==> src/rtl/enemy_fleet.sv <==
// Invader grid: alive bitmap, marching origin, serial bullet scan and
// per-pixel enemy hit-test for the painter.
module enemy_fleet #(
    parameter int ROWS_P            = 4,
    parameter int COLS_P            = 8,
    parameter int CELL_W_P          = 32,
    parameter int CELL_H_P          = 32,
    parameter int SHIP_W_P          = 24,
    parameter int SHIP_H_P          = 16,
    parameter int LEFT_START_P      = 64,
    parameter int TOP_START_P       = 48,
    parameter int STEP_PX_P         = 4,
    parameter int DROP_PX_P         = 16,
    parameter int FRAMES_PER_STEP_P = 4,
    parameter int LAND_Y_P          = 429
) (
    input  logic       clk_i,
    input  logic       reset_n_async_unsafe_i,
    input  logic       frame_i,
    input  logic       start_i,
    input  logic       bullet_valid_i,
    input  logic [9:0] bullet_left_i,
    input  logic [9:0] bullet_right_i,
    input  logic [9:0] bullet_top_i,
    input  logic [9:0] bullet_bot_i,
    input  logic [9:0] x_i,
    input  logic [9:0] y_i,
    output logic       enemy_area_o,
    output logic       hit_o,
    output logic [5:0] alive_count_o,
    output logic       landed_o,
    output logic       cleared_o,
    output logic [2:0] state_o
);
    localparam int N       = ROWS_P * COLS_P;
    localparam int IDX_W   = $clog2(N);
    localparam int COL_W   = (COLS_P > 1) ? $clog2(COLS_P) : 1;
    localparam int ROW_W   = (ROWS_P > 1) ? $clog2(ROWS_P) : 1;
    localparam int CW_SH   = $clog2(CELL_W_P);
    localparam int CH_SH   = $clog2(CELL_H_P);
    localparam int DCW     = 11 - CW_SH;
    localparam int DRW     = 11 - CH_SH;
    localparam int FC_W    = $clog2(FRAMES_PER_STEP_P + 1);
    localparam int GRID_W  = COLS_P * CELL_W_P;
    localparam int BOT_OFF = (ROWS_P - 1) * CELL_H_P + SHIP_H_P;

    typedef enum logic [2:0] {S_IDLE, S_WAIT, S_SCAN, S_MOVE, S_DONE} state_t;

    state_t             state_q, state_d;
    logic [N-1:0]       bitmap_q, bitmap_d;
    logic [9:0]         org_x_q, org_x_d, org_y_q, org_y_d;
    logic               dir_left_q, dir_left_d;
    logic [FC_W-1:0]    fc_q, fc_d;
    logic [IDX_W-1:0]   idx_q, idx_d;
    logic [COL_W-1:0]   col_q, col_d;
    logic [ROW_W-1:0]   row_q, row_d;
    logic [5:0]         count_q, count_d;
    logic               hit_q, hit_d, landed_q, landed_d, cleared_q, cleared_d;
    logic               area_q, area_d;

    logic [10:0] ex, ey;
    logic        overlap, kill, last;
    logic        step, mdir, land_now;
    logic [9:0]  mx, my;

    always_comb begin : scan_test
        ex = 11'(org_x_q) + (11'(col_q) << CW_SH);
        ey = 11'(org_y_q) + (11'(row_q) << CH_SH);
        overlap = bullet_valid_i
                  && (11'(bullet_left_i)  < ex + 11'(SHIP_W_P - 1))
                  && (11'(bullet_right_i) > ex)
                  && (11'(bullet_top_i)   < ey + 11'(SHIP_H_P - 1))
                  && (11'(bullet_bot_i)   > ey);
        kill = (state_q == S_SCAN) && overlap && bitmap_q[idx_q];
        last = (idx_q == IDX_W'(N - 1));
    end

    // Edge test covers the whole grid, so dead outer columns still bounce.
    always_comb begin : march
        step = (fc_q == FC_W'(FRAMES_PER_STEP_P - 1));
        mx   = org_x_q;
        my   = org_y_q;
        mdir = dir_left_q;
        if (step) begin
            if (!dir_left_q) begin
                if (12'(org_x_q) + 12'(GRID_W + STEP_PX_P) > 12'd640) begin
                    my   = org_y_q + 10'(DROP_PX_P);
                    mdir = 1'b1;
                end else begin
                    mx = org_x_q + 10'(STEP_PX_P);
                end
            end else if (org_x_q < 10'(STEP_PX_P)) begin
                my   = org_y_q + 10'(DROP_PX_P);
                mdir = 1'b0;
            end else begin
                mx = org_x_q - 10'(STEP_PX_P);
            end
        end
        land_now = (12'(my) + 12'(BOT_OFF)) > 12'(LAND_Y_P);
    end

    always_comb begin : next_state
        state_d = state_q;
        case (state_q)
            S_IDLE: if (start_i) state_d = S_WAIT;
            S_WAIT: if (frame_i) state_d = S_SCAN;
            S_SCAN: if (kill || last) state_d = S_MOVE;
            S_MOVE: state_d = (count_q == 6'd0 || land_now) ? S_DONE : S_WAIT;
            S_DONE: if (start_i) state_d = S_WAIT;
            default: state_d = S_IDLE;
        endcase
    end

    always_comb begin : datapath
        bitmap_d   = bitmap_q;
        org_x_d    = org_x_q;
        org_y_d    = org_y_q;
        dir_left_d = dir_left_q;
        fc_d       = fc_q;
        idx_d      = idx_q;
        col_d      = col_q;
        row_d      = row_q;
        count_d    = count_q;
        hit_d      = 1'b0;
        landed_d   = landed_q;
        cleared_d  = cleared_q;
        case (state_q)
            S_WAIT: if (frame_i) begin
                idx_d = '0;
                col_d = '0;
                row_d = '0;
            end
            S_SCAN: if (kill) begin
                bitmap_d[idx_q] = 1'b0;
                count_d         = count_q - 6'd1;
                hit_d           = 1'b1;
            end else if (!last) begin
                idx_d = idx_q + 1'b1;
                if (col_q == COL_W'(COLS_P - 1)) begin
                    col_d = '0;
                    row_d = row_q + 1'b1;
                end else begin
                    col_d = col_q + 1'b1;
                end
            end
            S_MOVE: begin
                org_x_d    = mx;
                org_y_d    = my;
                dir_left_d = mdir;
                fc_d       = step ? '0 : fc_q + 1'b1;
                if (count_q == 6'd0) cleared_d = 1'b1;
                else if (land_now)   landed_d  = 1'b1;
            end
            S_DONE: if (start_i) begin
                bitmap_d   = '1;
                org_x_d    = 10'(LEFT_START_P);
                org_y_d    = 10'(TOP_START_P);
                dir_left_d = 1'b0;
                fc_d       = '0;
                count_d    = 6'(N);
                landed_d   = 1'b0;
                cleared_d  = 1'b0;
            end
            default: ;
        endcase
    end

    logic [10:0]      rel_x, rel_y;
    logic [DCW-1:0]   d_col;
    logic [DRW-1:0]   d_row;
    logic [IDX_W-1:0] draw_idx;
    logic             in_x, in_y;

    // Pixels left of or above the origin never paint.
    always_comb begin : draw
        rel_x    = 11'(x_i) - 11'(org_x_q);
        rel_y    = 11'(y_i) - 11'(org_y_q);
        d_col    = rel_x[10:CW_SH];
        d_row    = rel_y[10:CH_SH];
        in_x     = (x_i >= org_x_q) && (d_col < DCW'(COLS_P))
                   && (rel_x[CW_SH-1:0] < CW_SH'(SHIP_W_P));
        in_y     = (y_i >= org_y_q) && (d_row < DRW'(ROWS_P))
                   && (rel_y[CH_SH-1:0] < CH_SH'(SHIP_H_P));
        draw_idx = IDX_W'(d_row[ROW_W-1:0]) * IDX_W'(COLS_P) + IDX_W'(d_col[COL_W-1:0]);
        area_d   = in_x && in_y && bitmap_q[draw_idx];
    end

    always_ff @(posedge clk_i or negedge reset_n_async_unsafe_i) begin
        if (!reset_n_async_unsafe_i) begin
            state_q    <= S_IDLE;
            bitmap_q   <= '1;
            org_x_q    <= 10'(LEFT_START_P);
            org_y_q    <= 10'(TOP_START_P);
            dir_left_q <= 1'b0;
            fc_q       <= '0;
            idx_q      <= '0;
            col_q      <= '0;
            row_q      <= '0;
            count_q    <= 6'(N);
            hit_q      <= 1'b0;
            landed_q   <= 1'b0;
            cleared_q  <= 1'b0;
            area_q     <= 1'b0;
        end else begin
            state_q    <= state_d;
            bitmap_q   <= bitmap_d;
            org_x_q    <= org_x_d;
            org_y_q    <= org_y_d;
            dir_left_q <= dir_left_d;
            fc_q       <= fc_d;
            idx_q      <= idx_d;
            col_q      <= col_d;
            row_q      <= row_d;
            count_q    <= count_d;
            hit_q      <= hit_d;
            landed_q   <= landed_d;
            cleared_q  <= cleared_d;
            area_q     <= area_d;
        end
    end

    always_comb begin : outputs
        enemy_area_o  = area_q;
        hit_o         = hit_q;
        alive_count_o = count_q;
        landed_o      = landed_q;
        cleared_o     = cleared_q;
        state_o       = state_q;
    end
endmodule
==> config.mk <==
export PLATFORM = sky130hd
export DESIGN_NAME = enemy_fleet
export DESIGN_NICKNAME = d
export VERILOG_FILES = /design/src/rtl/enemy_fleet.sv
export SDC_FILE = /design/constraint.sdc
export NUM_CORES = 1
export LEC_CHECK = 0
export CAP_MARGIN = 20
export CELL_PAD_IN_SITES_DETAIL_PLACEMENT = 1
export CELL_PAD_IN_SITES_GLOBAL_PLACEMENT = 1
export CORE_UTILIZATION = 47
export CTS_BUF_LIST = sky130_fd_sc_hd__clkbuf_8 sky130_fd_sc_hd__clkbuf_16
export DETAILED_ROUTE_END_ITERATION = 8
export GPL_TIMING_DRIVEN = 1
export PLACE_DENSITY = 0.85
export SETUP_SLACK_MARGIN = 0.02
export SLEW_MARGIN = 10
export SYNTH_ARGS = -nofsm -noshare
export SYNTH_HDL_FRONTEND = slang
export SYNTH_SLANG_ARGS = --single-unit
==> constraint.sdc <==
create_clock -name clk_i -period 6.6 [get_ports clk_i]
set_clock_uncertainty 0.2 [all_clocks]
set_input_delay 0.99 -clock clk_i [delete_from_list [all_inputs] [get_ports clk_i]]
set_output_delay 0.99 -clock clk_i [all_outputs]
set_load 0.005 [all_outputs]
Yosys cells after proc, flatten, opt, wreduce, memory -nomap -nowiden
Cells that the tools add are included.
W data, S select, Z words.
- mux-type cells: 59
- equal/unequal tests: 21
- bitwise gates (word level): 2
- magnitude comparators: 16
- add/sub/neg operators: 17
- reductions and logical operators: 30
- operators with widths (operator ; count):
    $mux W10 ; 10
    $mux W32 ; 2
    $pmux W32 S2 ; 1
    $pmux W10 S2 ; 2
    $and A32 B32 Y32 ; 1
    $not A32 Y32 ; 1
    $mux W3 ; 10
    $gt A10 B11 Y1 ; 2
    $lt A10 B11 Y1 ; 2
    $sub A10 B10 Y11 ; 2
    $ge A10 B10 Y1 ; 2
    $ne A2 B2 Y1 const B ; 9
    $mux W5 ; 3
    $logic_and A1 B1 Y1 ; 13
    $mux W1 ; 13
    $lt A5 B6 Y1 const B ; 2
    $mux W6 ; 2
    $pmux W3 S2 ; 2
    $pmux W3 S4 ; 1
    $pmux W6 S2 ; 1
    $reduce_and A3 Y1 ; 4
    $add A10 B7 Y11 ; 1
    $add A10 B7 Y11 const B ; 1
    $add A10 B8 Y11 ; 1
    38 further kinds ; 57
- output and inout port bits: 13
- flip-flop bits (word level): 79
- input port bits: 65
- logic and storage cells: 159

Depth between registers and ports, before layout
Gate-level depths: netlist of run 1.
- depth after elaboration: 12
- depth in mapped cells: 16
- mapped depth without buffers: 15

Worst setup path before layout of run 1
No wires, ideal clock.
- path type: input -> register
- from: input port x_i[3]
- to: register area_q (netlist: enemy_area_o)
- arrival time: 3.293 ns
- library setup time: 0.147 ns
- stages: 10
- slack: 2.959 ns
- path buffers: 0
- required time: 6.253 ns
- cells stage by stage: ha_1 > o21a_1 > o21ai_1 > a21boi_1 > nor3_1 > o21ai_4 > mux4_2 > nor2b_1 > a2111oi_0 > a2111oi_0
- cells in the longest elaborated chain, start to end: 6
- elaborated cells on any way between the ends: 11
- classes of those cells: add/sub (2); order compare (3); mux (2); reduce/logical (4)
- ends and longest elaborated chain (item ; line ; text):
    from (decl) ; 26 ; input logic [9:0] x_i,
    parallel branches: the longest is 5 deep, another holds $sub A10 B10 Y11 ; -- ;
    $logic_and A1 B1 Y1 (*) ; 185 ; area_d = in_x && in_y && bitmap_q[draw_idx];
    named net area_d ; 59 ; logic area_q, area_d;
    to (signal assigned) ; 218 ; area_q <= area_d;
    to (decl) ; 59 ;
Mark *: on every way through the listed nets, which the timed path passes. The select of a mux whose other input is x is not followed.
A chain may end at the register's enable or synchronous reset.

Final worst setup path of run 1
- from: register org_y_q[5]
- to: register col_q[0]
- cells in the longest elaborated chain, start to end: 9
- elaborated cells on any way between the ends: 10
- classes of those cells: add/sub (2); order compare (2); eq/ne (1); reduce/logical (5)
- ends and longest elaborated chain (item ; line ; text):
    from (decl) ; 51 ; logic [9:0] org_x_q, org_x_d, org_y_q, org_y_d;
    from (signal assigned) ; 193 ; org_y_q <= 10'(TOP_START_P);
    from (signal assigned) ; 208 ; org_y_q <= org_y_d;
    $add A10 B7 Y11 (*) ; 68 ; ey = 11'(org_y_q) + (11'(row_q) << CH_SH);
    $add A11 B4 Y11 ; 72 ; && (11'(bullet_top_i) < ey + 11'(SHIP_H_P - 1))
    $lt A10 B11 Y1 ; 72 ;
    $logic_and A1 B1 Y1 ; 72 ;
    $logic_and A1 B1 Y1 (*) ; 73 ; && (11'(bullet_bot_i) > ey);
    $logic_and A1 B1 Y1 (*) (2 in a row) ; 74 ; kill = (state_q == S_SCAN) && overlap && bitmap_q[idx_q];
    $ne A2 B2 Y1 (no source line) (*) ; -- ;
    $reduce_and A4 Y1 (no source line) (*) ; -- ;
    to (signal assigned) ; 212 ; col_q <= col_d;
    to (decl) ; 55 ; logic [COL_W-1:0] col_q, col_d;
Every way passes the cells marked *; elsewhere a longest branch is shown, timed or not.

==> flow_summary.json, run 1 <==
{
  "status": "finished clean",
  "power.density_mw_per_mm2": 472.2,
  "cp_slowest_cell": "dfstp_2",
  "postCtsSetupBuffers": 0,
  "clockBufferDepth": 2,
  "slew_headroom_pct": 34.26,
  "die_h_um": 116.5,
  "async_flop_share_pct": 100.0,
  "end_kind": "flip-flop",
  "cp_max_fo": 19,
  "period_share_pct": 72.50,
  "synth_edf_count": 0,
  "cp.required_ps": 6640,
  "drive_above_1_share_pct": 13.99,
  "synthesis.area_mm2": 0.006161,
  "gp_congestion": 0.9037,
  "cts_max_level": 3,
  "slowest_delay_ps": 600,
  "placementRows": 41,
  "yosys-top-cells-area": "dfstp_2, dfrtp_1, ha_1, mux4_2, nand2_1",
  "cts_tree": "done",
  "worstPathCellList": "ha_1 > inv_1 > fa_1 > xor2_1 > ha_1 > a2111oi_0 > o21ai_0 > a311oi_1 > o22ai_1 > nor4_1 > o211a_2 > o21bai_1 > nor4_1 > a21o_1",
  "hold_path.class": "flip-flop to flip-flop",
  "ys_seq_elements": 73,
  "track_usage_pct": 28.57,
  "dieArea_mm2": 0.01357,
  "num-nets-final": 845,
  "synth_flop_cell": "dfrtp_1",
  "ys_seq_area_share_pct": 30.38,
  "timing.fmax_mhz": 209.0,
  "firstDrtPassIters": 5,
  "io_buffer_count": 71,
  "power_mw": 3.401,
  "hold_viol_final": 0,
  "grt_setup_unrepaired": "no",
  "overflow": 0,
  "peakVddDrop_mv": 0.2222,
  "synthToLayoutAreaGrowth_pct": 16.90,
  "final_util_pct": 56.61,
  "cts.sink_count": 73,
  "grt_max_degree": 74,
  "dp.cells": 878,
  "path_delay_family": "compound AO/OA/AOI/OAI gates",
  "ctsResizeCount": 0,
  "holdBufCountCts": 0,
  "core_area_mm2": 0.01272,
  "p_leak_nw": 2.987,
  "path_class": "flip-flop to flip-flop",
  "drv_slew": 0,
  "crit_arrival_ps": 4830,
  "drc": 0,
  "dp_hpwl_mm": 13.98,
  "grt_pass1_wl_mm": 29.28,
  "syn_nets": 795,
  "dp_slack_ps": 1693,
  "grt_pass1_vias": 5759,
  "ant_nets": 0,
  "drt_iter0_markers": 281,
  "num_vias": 5441,
  "syn_avg_cell_area_um2": 9.237,
  "worst_slew_pin_slew_ps": 977.1,
  "clk_latency_ps": 350,
  "synth_common_cells": "nand2_1, ha_1, nor2_1",
  "yosysTopAreaCell": "dfstp_2",
  "finalSetupViolCount": 0,
  "path_buf_inv": 1,
  "synth_most_common_cell": "nand2_1",
  "yosysUniqueCellTypes": 84,
  "start_util_pct": 48.43,
  "design.portCount": 78,
  "antenna_found_initial": 0,
  "critPathLaunchType": "flip-flop",
  "wl_per_cell_um": 20.52,
  "finalInstanceArea_mm2": 0.007202,
  "layout.cells.non_filler": 894,
  "routed_wl_mm": 18.35,
  "via_per_inst": 6.086,
  "max-cap-violations": 0,
  "numCtsBuffers": 9,
  "hold_slack_ps": 298.8,
  "fin_ws_ps": 1815,
  "antennaDiodeCount": 0,
  "ys_warn_count": 0,
  "synth_top_area_share_pct": 15.35,
  "die_w_um": 116.5,
  "final.min_clock_period_ps": 4785,
  "syn_inst": 667,
  "cts.clk_slew.worst_paths_ps": 70,
  "tns_ps": 0,
  "postPlaceCellArea_mm2": 0.006922,
  "clockRootBuffer": "clkbuf_16"
}
## flip-flops by register name, summed over array words and instances (netlist names)
register       count
org_x_q            8
alive_count_o      6
hit_o              1
cleared_o          1
col_q              3
fc_q               3
bitmap_q          32
org_y_q            6
idx_q              5
row_q              2
enemy_area_o       1
state_o            3
dir_left_q         1
landed_o           1
## power by group
group	switching [mW]	internal [mW]	total, mW
Clock	0.215	0.258	0.473
Combinational	1.03	0.900	1.93
Sequential	0.288	0.713	1.00
Total	1.53	1.87	3.40
## tightest hold or removal path, delay by kind of cell, from the launching register on
| family | cells | cell delay, ps |
|---|---|---|
| compound gates | 1 | 40 |
| simple gates | 1 | 70 |
| flops | 1 | 340 |
## area by class of cell
type	instances	area (um2)
fill	1499	5520
timing repair buffer	73	720.7
tap	172	215.2
clock buffer	9	225.2
multi-input combinational	528	3994
sequential	73	1872
inverter	32	120.1
clock inverter	7	55.05
## worst paths after layout
check	startpoint	endpoint	slack, ps	cells after the start
worst min register to register	cleared_o	cleared_o	300	2
worst max-delay path	org_y_q[5]	col_q[0]	1820	14
worst max register to register	org_y_q[5]	col_q[0]	1820	14
min in group asynchronous	reset_n_async_unsafe_i	alive_count_o[1]	680	2
worst min-delay path	cleared_o	cleared_o	300	2
max in group asynchronous	reset_n_async_unsafe_i	org_x_q[4]	4910	2
## cell usage in the layout (no fill, tap or decap), drive strengths merged, types with 4 or more instances in the layout
cell           count
nand2             75
clkdlybuf4s50     70
ha                61
nor2              51
o21ai             41
dfrtp             37
a21o              36
dfstp             36
inv               34
a21oi             25
nand3             22
mux4              16
nor3              16
xnor2             14
nand2b            12
nor4              12
xor2              10
and2              10
nand4              9
o31ai              9
clkbuf             9
o22ai              8
mux2i              7
nor2b              6
o21a               6
nor3b              6
or3                6
a31oi              6
a2111oi            6
and3               5
clkinv             5
o211ai             4
o311ai             4
## cell families (layout without fill, tap and decap cells)
family	Yosys count	after routing	synth area share, %
compound gates	173	173	20.45
buf+inv	66	121	4.793
fa+ha+maj	63	63	13.04
mux	24	24	7.169
flops	73	73	30.38
simple gates	244	244	20.51
xor+xnor	24	24	3.655
## routing by layer
metal | share of wire [%] | global-route usage, %
met1 | 42 | 33.95
met4 | 2.5 | 12.39
met5 | 0 | 0
met3 | 4.2 | 2.958
met2 | 52 | 52.11
Note: power is estimated with default switching activity, not from simulation.
==> run 2, diff against run 1 <==
- CORE_UTILIZATION: 47 -> 44
- PLACE_DENSITY: 0.85 -> 0.8
- clock period: 6.6 -> 5 ns (I/O delays scaled with it)
==> flow_summary.json, run 2 (synthesized netlist as in run 1, its figures left out) <==
{
  "placementRows": 42,
  "slew_headroom_pct": 39.31,
  "num-nets-final": 846,
  "dp.cells": 883,
  "status": "finished clean",
  "die_w_um": 120.3,
  "dp_hpwl_mm": 13.56,
  "cts_max_level": 3,
  "num_vias": 5404,
  "power.density_mw_per_mm2": 620.5,
  "worst_slew_pin_slew_ps": 906.9,
  "drt_iter0_markers": 253,
  "gp_congestion": 0.8403,
  "p_leak_nw": 3.004,
  "peakVddDrop_mv": 0.2769,
  "cts.clk_slew.worst_paths_ps": 60,
  "hold_viol_final": 0,
  "hold_path_depth": 1,
  "cp.required_ps": 5070,
  "ctsResizeCount": 0,
  "start_util_pct": 45.80,
  "period_share_pct": 89.29,
  "reg_top3": "bitmap_q (32), org_x_q (8)",
  "hp-start": "fc_q[0]",
  "finalInstanceArea_mm2": 0.007234,
  "grt_pass1_vias": 5913,
  "layout.cells.non_filler": 899,
  "drc": 0,
  "met2_length_mm": 8.714,
  "max_flop_register": "bitmap_q",
  "final_common_cell": "nand2_1",
  "via_per_inst": 6.011,
  "synthToLayoutAreaGrowth_pct": 17.42,
  "hold_path.class": "flip-flop to flip-flop",
  "grt_pass1_wl_mm": 30.12,
  "routed_wl_mm": 17.80,
  "antennaDiodeCount": 0,
  "hold_slack_ps": 297.1,
  "postPlaceCellArea_mm2": 0.006934,
  "rrSetupSlack_ps": 540,
  "dieArea_mm2": 0.01448,
  "timing.rr.start": "org_y_q[5]",
  "die_h_um": 120.3,
  "io_buffer_count": 71,
  "numCtsBuffers": 9,
  "drive_above_1_share_pct": 14.11,
  "cts_tree": "done",
  "path_class": "flip-flop to flip-flop",
  "top_layer_used": "met4",
  "track_usage_pct": 26.52,
  "met1Wirelength_mm": 7.771,
  "timing.fmax_mhz": 224.0,
  "final_cell_mix": "nand2_1, clkdlybuf4s50_1, ha_1, nor2_1, dfrtp_1",
  "worst_r2r_endpoint": "bitmap_q[5]",
  "crit_arrival_ps": 4540,
  "core_area_mm2": 0.01345,
  "clockRootBuffer": "clkbuf_16",
  "largest_reg_flops": 32,
  "ff2ff_path_depth": 14,
  "postCtsSetupBuffers": 0,
  "holdBufCountCts": 0,
  "clockBufferDepth": 2,
  "tns_ps": 0,
  "antenna_found_initial": 0,
  "clk_latency_ps": 340,
  "overflow": 0,
  "wl_met3_um": 848,
  "drv_slew": 0,
  "cts.sink_count": 73,
  "end_kind": "flip-flop",
  "ant_nets": 0,
  "hold_end": "fc_q[0]",
  "final.min_clock_period_ps": 4465,
  "grt_max_degree": 41,
  "wl_per_cell_um": 19.79,
  "design.portCount": 78,
  "critPathLaunchType": "flip-flop",
  "finalSetupViolCount": 0,
  "cp_max_fo": 12,
  "max-cap-violations": 0,
  "grt_setup_unrepaired": "no",
  "firstDrtPassIters": 4
}
-- run 2: cell types whose count changed in the layout (fill, tap and decap cells not counted) --
| cell | delta |
|---|---|
| clkinv_4 | -3 |
| clkinv_2 | -1 |
| inv_6 | +1 |
| bufinv_16 | +1 |
| buf_4 | +1 |
| inv_4 | +2 |
-- run 2: layout make-up --
cell class                      instances  area (um2)
Clock inverter                          7       75.07
Tap cell                              176       220.2
Timing Repair Buffer                   74       728.2
Multi-Input combinational cell        528        3994
Fill cell                            1562        6218
Inverter                               32       120.1
Sequential cell                        73        1872
Clock buffer                            9       225.2
-- run 2: worst max path at each step --
| stage | endpoint | startpoint |
|---|---|---|
| 3_5_place_dp | col_q[1] | org_y_q[5] |
| 4_1_cts | col_q[1] | org_y_q[5] |
| 5_1_grt | col_q[1] | org_y_q[5] |
| 6_report | bitmap_q[5] | org_y_q[5] |
| 2_1_floorplan | state_o[0] | org_x_q[2] |
| 3_3_place_gp | col_q[0] | org_y_q[5] |
-- run 2: critical path, stage by stage, from the launching register on --
cell,delay [ps]
dfstp_2,600
ha_1,190
inv_1,50
fa_1,430
xor2_1,180
ha_1,210
a2111oi_0,340
o21ai_0,150
a311oi_1,450
o22ai_1,210
nor4_1,230
o211a_2,420
and2_1,370
nand2_1,120
a21o_1,220
-- run 2: layer usage --
metal,track usage [%],vias up
met5,0,-
met4,11.65,0
met3,4.151,27
met2,45.83,120
met1,32.60,2706
li1,-,2551
-- run 2: metrics by stage --
step                worst slack [ps]  power [mW]  utilization [%]
floorplan                       1385       3.087                -
global placement               728.3       3.636            51.54
detailed placement             604.5       3.818            51.54
CTS                            544.7       4.516            53.78
global route                   207.2       4.868            53.78
finish                         535.3       4.489            53.78
-- run 2: where the power goes --
part | internal [mW] | total (mW) | switching [mW]
clock | 0.392 | 0.665 | 0.273
combinational | 1.18 | 2.50 | 1.32
sequential | 0.942 | 1.32 | 0.379
total | 2.52 | 4.49 | 1.97
